## src/rtl/ysyx_22040088_genmemwdata_if.sv

```systemverilog
// Bundle of store request, memory write beat and completion signals.
// master = store data generator, slave = LSU control plus data memory.
interface ysyx_22040088_genmemwdata_if #(
    parameter int AW = 64,
    parameter int DW = 64
);
    logic          req_valid;
    logic          req_ready;
    logic [AW-1:0] req_addr;
    logic [DW-1:0] req_data;
    logic [3:0]    req_mask;

    logic          wr_valid;
    logic          wr_ready;
    logic [AW-1:0] wr_addr;
    logic [DW-1:0] wr_data;
    logic [7:0]    wr_strb;

    logic          resp_valid;
    logic          resp_err;

    modport master (
        input  req_valid, req_addr, req_data, req_mask,
        output req_ready,
        output wr_valid, wr_addr, wr_data, wr_strb,
        input  wr_ready,
        output resp_valid, resp_err
    );

    modport slave (
        output req_valid, req_addr, req_data, req_mask,
        input  req_ready,
        input  wr_valid, wr_addr, wr_data, wr_strb,
        output wr_ready,
        input  resp_valid, resp_err
    );
endinterface

```

## src/rtl/ysyx_22040088_genmemwdata.sv

```systemverilog
// Store data generator: aligns register data into 64-bit lanes, issues write beats, pulses a response.
// Define YSYX_22040088_STORE_SPLIT_EN to split 8-byte-boundary-crossing stores into two beats.
module ysyx_22040088_genmemwdata #(
    parameter int AW = 64,
    parameter int DW = 64
) (
    input  logic                          clk,
    input  logic                          rst,
    ysyx_22040088_genmemwdata_if.master   bus
);

`ifdef YSYX_22040088_STORE_SPLIT_EN
    typedef enum logic [1:0] {IDLE, BEAT0, BEAT1, RESP} state_t;
`else
    typedef enum logic [1:0] {IDLE, BEAT0, RESP} state_t;
`endif

    state_t        state;

    logic          mask_zero;
    logic [7:0]    low_strb;
    logic [DW-1:0] byte_keep;
    logic [DW-1:0] masked_data;
    logic [2:0]    sh;
    logic [5:0]    shamt;
    logic [15:0]   strb16;
    logic          crossing;
    logic [AW-1:0] base_addr;
    logic [DW-1:0] lane_lo;
`ifdef YSYX_22040088_STORE_SPLIT_EN
    logic [2*DW-1:0] data128;
    logic [DW-1:0]   lane_hi;
    logic [DW-1:0]   hi_data;
    logic [7:0]      hi_strb;
`endif

    // Size decode (lowest mask bit wins) and lane placement of the incoming request.
    always_comb begin
        mask_zero = 1'b0;
        low_strb  = 8'h00;
        byte_keep = '0;
        if (bus.req_mask[0]) begin
            low_strb  = 8'hFF;
            byte_keep = {DW{1'b1}};
        end else if (bus.req_mask[1]) begin
            low_strb  = 8'h0F;
            byte_keep = DW'(64'h0000_0000_FFFF_FFFF);
        end else if (bus.req_mask[2]) begin
            low_strb  = 8'h03;
            byte_keep = DW'(64'h0000_0000_0000_FFFF);
        end else if (bus.req_mask[3]) begin
            low_strb  = 8'h01;
            byte_keep = DW'(64'h0000_0000_0000_00FF);
        end else begin
            mask_zero = 1'b1;
        end

        sh          = bus.req_addr[2:0];
        shamt       = {sh, 3'b000};
        masked_data = bus.req_data & byte_keep;
        strb16      = {8'h00, low_strb} << sh;
        crossing    = |strb16[15:8];
        base_addr   = {bus.req_addr[AW-1:3], 3'b000};
`ifdef YSYX_22040088_STORE_SPLIT_EN
        data128     = {{DW{1'b0}}, masked_data} << shamt;
        lane_lo     = data128[DW-1:0];
        lane_hi     = data128[2*DW-1:DW];
`else
        lane_lo     = masked_data << shamt;
`endif
    end

    // Control FSM; every bus output is a register so beats stay stable under stall.
    always_ff @(posedge clk) begin
        if (rst) begin
            state          <= IDLE;
            bus.req_ready  <= 1'b1;
            bus.wr_valid   <= 1'b0;
            bus.wr_addr    <= '0;
            bus.wr_data    <= '0;
            bus.wr_strb    <= 8'h00;
            bus.resp_valid <= 1'b0;
            bus.resp_err   <= 1'b0;
`ifdef YSYX_22040088_STORE_SPLIT_EN
            hi_data        <= '0;
            hi_strb        <= 8'h00;
`endif
        end else begin
            case (state)
                IDLE: begin
                    bus.resp_valid <= 1'b0;
                    if (bus.req_valid) begin
                        bus.req_ready <= 1'b0;
                        if (mask_zero) begin
                            state          <= RESP;
                            bus.resp_valid <= 1'b1;
                            bus.resp_err   <= 1'b1;
`ifndef YSYX_22040088_STORE_SPLIT_EN
                        end else if (crossing) begin
                            state          <= RESP;
                            bus.resp_valid <= 1'b1;
                            bus.resp_err   <= 1'b1;
`endif
                        end else begin
                            state        <= BEAT0;
                            bus.wr_valid <= 1'b1;
                            bus.wr_addr  <= base_addr;
                            bus.wr_data  <= lane_lo;
                            bus.wr_strb  <= strb16[7:0];
                            bus.resp_err <= 1'b0;
`ifdef YSYX_22040088_STORE_SPLIT_EN
                            hi_data      <= lane_hi;
                            hi_strb      <= strb16[15:8];
`else
                            if (crossing) begin
                                bus.resp_err <= 1'b1;
                            end
`endif
                        end
                    end
                end

                BEAT0: begin
                    if (bus.wr_ready) begin
`ifdef YSYX_22040088_STORE_SPLIT_EN
                        if (|hi_strb) begin
                            state       <= BEAT1;
                            bus.wr_addr <= bus.wr_addr + AW'(8);
                            bus.wr_data <= hi_data;
                            bus.wr_strb <= hi_strb;
                        end else begin
                            state          <= RESP;
                            bus.wr_valid   <= 1'b0;
                            bus.resp_valid <= 1'b1;
                        end
`else
                        state          <= RESP;
                        bus.wr_valid   <= 1'b0;
                        bus.resp_valid <= 1'b1;
`endif
                    end
                end

`ifdef YSYX_22040088_STORE_SPLIT_EN
                BEAT1: begin
                    if (bus.wr_ready) begin
                        state          <= RESP;
                        bus.wr_valid   <= 1'b0;
                        bus.resp_valid <= 1'b1;
                    end
                end
`endif

                RESP: begin
                    state          <= IDLE;
                    bus.resp_valid <= 1'b0;
                    bus.resp_err   <= 1'b0;
                    bus.req_ready  <= 1'b1;
                end

                default: begin
                    state          <= IDLE;
                    bus.wr_valid   <= 1'b0;
                    bus.resp_valid <= 1'b0;
                    bus.resp_err   <= 1'b0;
                    bus.req_ready  <= 1'b1;
                end
            endcase
        end
    end

endmodule

```

## src/flat_wrapper.sv

```systemverilog
// flat-port wrapper written by rule: the top's interface ports become plain ports
module ysyx_22040088_genmemwdata_flat 
#(
    parameter int AW = 64,
    parameter int DW = 64
)
  (clk, rst, bus_req_valid, bus_req_addr, bus_req_data, bus_req_mask, bus_req_ready, bus_wr_valid, bus_wr_addr, bus_wr_data, bus_wr_strb, bus_wr_ready, bus_resp_valid, bus_resp_err);
  ysyx_22040088_genmemwdata_if #(.AW(AW), .DW(DW)) bus_i ();
  input  logic clk;
  input  logic rst;
  input wire logic [$bits(bus_i.req_valid)-1:0] bus_req_valid;
  input wire logic [$bits(bus_i.req_addr)-1:0] bus_req_addr;
  input wire logic [$bits(bus_i.req_data)-1:0] bus_req_data;
  input wire logic [$bits(bus_i.req_mask)-1:0] bus_req_mask;
  output wire logic [$bits(bus_i.req_ready)-1:0] bus_req_ready;
  output wire logic [$bits(bus_i.wr_valid)-1:0] bus_wr_valid;
  output wire logic [$bits(bus_i.wr_addr)-1:0] bus_wr_addr;
  output wire logic [$bits(bus_i.wr_data)-1:0] bus_wr_data;
  output wire logic [$bits(bus_i.wr_strb)-1:0] bus_wr_strb;
  input wire logic [$bits(bus_i.wr_ready)-1:0] bus_wr_ready;
  output wire logic [$bits(bus_i.resp_valid)-1:0] bus_resp_valid;
  output wire logic [$bits(bus_i.resp_err)-1:0] bus_resp_err;
  assign bus_i.req_valid = bus_req_valid;
  assign bus_i.req_addr = bus_req_addr;
  assign bus_i.req_data = bus_req_data;
  assign bus_i.req_mask = bus_req_mask;
  assign bus_req_ready = bus_i.req_ready;
  assign bus_wr_valid = bus_i.wr_valid;
  assign bus_wr_addr = bus_i.wr_addr;
  assign bus_wr_data = bus_i.wr_data;
  assign bus_wr_strb = bus_i.wr_strb;
  assign bus_i.wr_ready = bus_wr_ready;
  assign bus_resp_valid = bus_i.resp_valid;
  assign bus_resp_err = bus_i.resp_err;
  ysyx_22040088_genmemwdata #(.AW(AW), .DW(DW)) u_core (.clk(clk), .rst(rst), .bus(bus_i));
endmodule
```

## config.mk

```make
export PLATFORM = sky130hd
export DESIGN_NAME = ysyx_22040088_genmemwdata_flat
export DESIGN_NICKNAME = d
export VERILOG_FILES = /design/src/rtl/ysyx_22040088_genmemwdata_if.sv /design/src/rtl/ysyx_22040088_genmemwdata.sv /design/src/flat_wrapper.sv
export SDC_FILE = /design/constraint.sdc
export NUM_CORES = 1
export LEC_CHECK = 0
export BUFFER_PORTS_ARGS = -buffer_cell sky130_fd_sc_hd__buf_2
export CORE_MARGIN = 8
export CORE_UTILIZATION = 35
export CTS_CLUSTER_SIZE = 14
export DETAILED_ROUTE_END_ITERATION = 16
export SKIP_LAST_GASP = 1
export SLEW_MARGIN = 20
export SYNTH_ARGS = -nofsm -noshare
export SYNTH_HDL_FRONTEND = slang
export SYNTH_SLANG_ARGS = --single-unit
```

## constraint.sdc

```tcl
create_clock -name clk -period 2.89 [get_ports clk]
set_clock_uncertainty 0.05 [all_clocks]
set_input_delay 0.1445 -clock clk [delete_from_list [all_inputs] [get_ports clk]]
set_output_delay 0.1445 -clock clk [all_outputs]
set_load 0.03 [all_outputs]
```

==> flow_summary_export.csv <==
group,metric,value,unit
status,status,"finished clean",
placement,port_buffers,272,
setup_path,arrival,2.49,ns
floorplan,die_area,24160,um2
timing,rsz0062_at_grt,"no",
clocking,postCtsSetupRepairBufs,0,
detailed_routing,wl,28490,um
timing,setup_tns,0,ns
synth,synth.avg_cell_area,8.102,um2
synth,synth.top_cell.area_share,40.89,%
detailed_routing,wl_per_cell,19.94,um
synth,syn-instance-count,840,
timing,setup_violations,0,
detailed_routing,route.detailed.drc,0,
setup_path,cpLargestDelayFamily,"simple AND/OR/NAND/NOR gates",
synth,synth_ff_type,"dfxtp_1",
setup_path,path_cells,"nand2b_1 > a211oi_2 > nand2_4 > nor3_1 > a32o_1",
global_route,grt_usage,22.93,%
final_layout,diodes,0,
synth,seq_area_frac_synth,40.89,%
synth,synth_edf_count,0,
placement,place_area,8363,um2
global_route,grt_first_pass_wirelength,43210,um
clocking,cts_made_buffers,17,
placement,dp.cells,1329,
placement,place_congestion,0.9866,
setup_path,end_kind,"flip-flop",
synth,ys_types,52,
power,power_density,567.6,nW/um2
floorplan,num_rows,51,
power,leakage,4.181,nW
global_route,antenna_found_initial,0,
final_layout,design_area,9634,um2
global_route,grt_overflow_total,0,
clocking,h-tree-depth,4,
placement,dp_hpwl,20620,um
setup_path,cp_num_buf_inv,0,
clocking,clkLatencyLatePin,0.43,ns
synth,synth_seq_cells,139,
setup_path,max_stage_delay,0.60,ns
final_layout,final_cells,1429,
clocking,clk_pin_slew_worst_paths,0.07,ns
detailed_routing,drtIter0Drc,687,
synth,ys_top_cells_by_area,"dfxtp_1 (41%), nand2_1 (9.9%), a21oi_1 (8.6%)",
floorplan,die_x,155.4,um
timing,fin_crit_sh,75.02,%
floorplan,die_y,155.4,um
clocking,postCtsHoldBufs,68,
setup_path,startpoint_type,"flip-flop",
synth,yosys.area.top_type,"dfxtp_1",
timing,drv_slew,0,
power,vdd_drop_max,0.0004473,V
timing,max_freq,0.4612,GHz
timing,hold_viol_final,0,
clocking,cts.sinks,139,
min_path,holdCritPathClass,"in -> reg",
clocking,cts-root-buf,"clkbuf_16",
detailed_routing,dr.pass1.iters,5,
clocking,cts_buffer_depth,2,
clocking,tritoncts,"done",
setup_path,slowest_stage,"nor3_1",
timing,relSlewSlack,51.01,%
global_route,grt_max_degree,68,
final_layout,drive_gt1_share,32.56,%
setup_path,path_max_fanout,33,
synth,yosys_warnings,0,
timing,worst_slew_pin_slew,0.7348,ns
floorplan,initial_utilization,35.31,%
setup_path,worst_ep_required_time,3.22,ns
floorplan,ios,276,
floorplan,coreArea,19270,um2
final_layout,nFillCells,1903,
final_layout,area_growth,41.57,%
clocking,post_cts_resized,0,
synth,async_flop_share,0,%
flow_run,max_cap_violations,0,
synth,synthesis.area,6805,um2
detailed_routing,viasPerCell,5.387,
final_layout,final_net_count,1287,
global_route,grt_pass1_vias,7521,
detailed_routing,drtAntennaViolNets,0,
setup_path,critPathKind,"reg -> reg",
timing,timing.final.crit_period,2.168,ns
detailed_routing,dr_total_vias,7698,
[synthesized netlist by cell type (2+ instances only)]
cell type    n
a211o_1      8
a31oi_1      8
a211oi_2     8
or2_2        2
buf_2       30
a32o_1       3
a221oi_1    13
a211oi_1     8
dfxtp_1    139
nand4_1      2
nor3_1      21
o21ai_0     14
buf_1        4
a22o_1       3
nor2b_1     10
o2bb2ai_1    6
a32oi_1     21
buf_6        3
o22a_1       2
o22ai_1      9
nand3_1     10
clkbuf_1    27
o21a_1       3
o211ai_1     3
or3_1       12
mux2i_1     17
nand2b_1     3
buf_4       12
nor4_2       2
a311oi_1    14
nand2_1    179
a21oi_1    117
mux2_2      30
a21o_1       8
a221o_1     10
and2_1       3
nor2_1      61
[power breakdown]
part / internal, W / leakage, nW / switching [W]
Combinational: 0.000425 / 2.76 / 0.000765
Sequential: 0.00202 / 1.13 / 0.0000510
Clock: 0.00125 / 0.295 / 0.000965
Total: 0.00369 / 4.18 / 0.00178
[flip-flops by register name, indices dropped and copies added (netlist names)]
| name | flops |
|---|---|
| u_core.bus.req_ready | 1 |
| u_core.bus.resp_err | 1 |
| u_core.bus.resp_valid | 1 |
| u_core.bus.wr_addr | 61 |
| u_core.bus.wr_data | 64 |
| u_core.bus.wr_strb | 8 |
| u_core.bus.wr_valid | 1 |
| u_core.state | 2 |
[metal layers]
metal  share of wire (%)  global-route usage [%]  vias to the layer above
met5                   0                       0                        -
met4                 4.4                   11.09                        0
met3                 9.3                   7.046                       88
met2                  47                   36.41                      430
met1                  40                   27.77                     3536
li1                    -                       -                     3644
[through the flow]
stage	total power, W	setup slack, ns	hold WS (ns)	utilization [%]
CTS	0.005481	0.7389	0.007238	49.99
global placement	0.003204	0.6278	0.3350	43.40
floorplan	0.002804	1.213	0.2305	-
finish	0.005468	0.7218	0.01866	49.99
detailed placement	0.003204	0.5898	0.3395	43.40
global route	0.005680	0.5829	0.03259	49.99
[cell families (layout without fill, tap and decap cells)]
logic type,after synthesis,count (layout),share of synthesized area (%)
AOI/OAI and AO/OA,262,262,26.16
buffers and inverters,80,402,5.975
DFF,139,139,40.89
muxes,47,47,7.465
other,1,3,0.05510
and+or+nand+nor,311,311,19.45
[placed cells by master, fill, tap and decap left out, types with 3 or more instances in the layout]
master and instances:
a211o_1 8, a211oi_1 8, a211oi_2 8, a21o_1 8, a21oi_1 117, a221o_1 10, a221oi_1 13, a22o_1 3
a311oi_1 14, a31oi_1 8, a32o_1 3, a32oi_1 21, buf_12 3, buf_2 271, buf_4 25, clkbuf_16 17
conb_1 3, dfxtp_1 139, dlygate4sd3_1 68, inv_6 6, inv_8 3, mux2_2 30, mux2i_1 17, nand2_1 178
nand2b_1 3, nand3_1 10, nor2_1 61, nor2b_1 10, nor3_1 21, o211ai_1 3, o21a_1 3, o21ai_0 14
o22ai_1 9, o2bb2ai_1 6, or3_1 12
[final timing paths]
| path | start | end | slack [ns] | depth (start not counted) |
|---|---|---|---|---|
| worst max-delay path | u_core.state[0]$_SDFFE_PP0P_ | u_core.bus.wr_data[62]$_SDFFE_PP0P_ | 0.72 | 5 |
| worst min-delay path | rst | u_core.state[0]$_SDFFE_PP0P_ | 0.02 | 2 |
| worst max register to register | u_core.state[0]$_SDFFE_PP0P_ | u_core.bus.wr_data[62]$_SDFFE_PP0P_ | 0.72 | 5 |
| worst min register to register | u_core.bus.wr_data[23]$_SDFFE_PP0P_ | u_core.bus.wr_data[23]$_SDFFE_PP0P_ | 0.40 | 1 |
[area by class of cell]
type                       instances  area, um2  area share, %
clock buffer                      18      439.2          4.558
timing repair buffer             367       2285          23.71
sequential                       139       2783          28.88
inverter                           3      11.26         0.1169
multi-input combinational        623       3633          37.71
tap                              265      331.6          3.442
clock inverter                    14      151.4          1.571
Note: power is estimated with default switching activity, not from simulation.
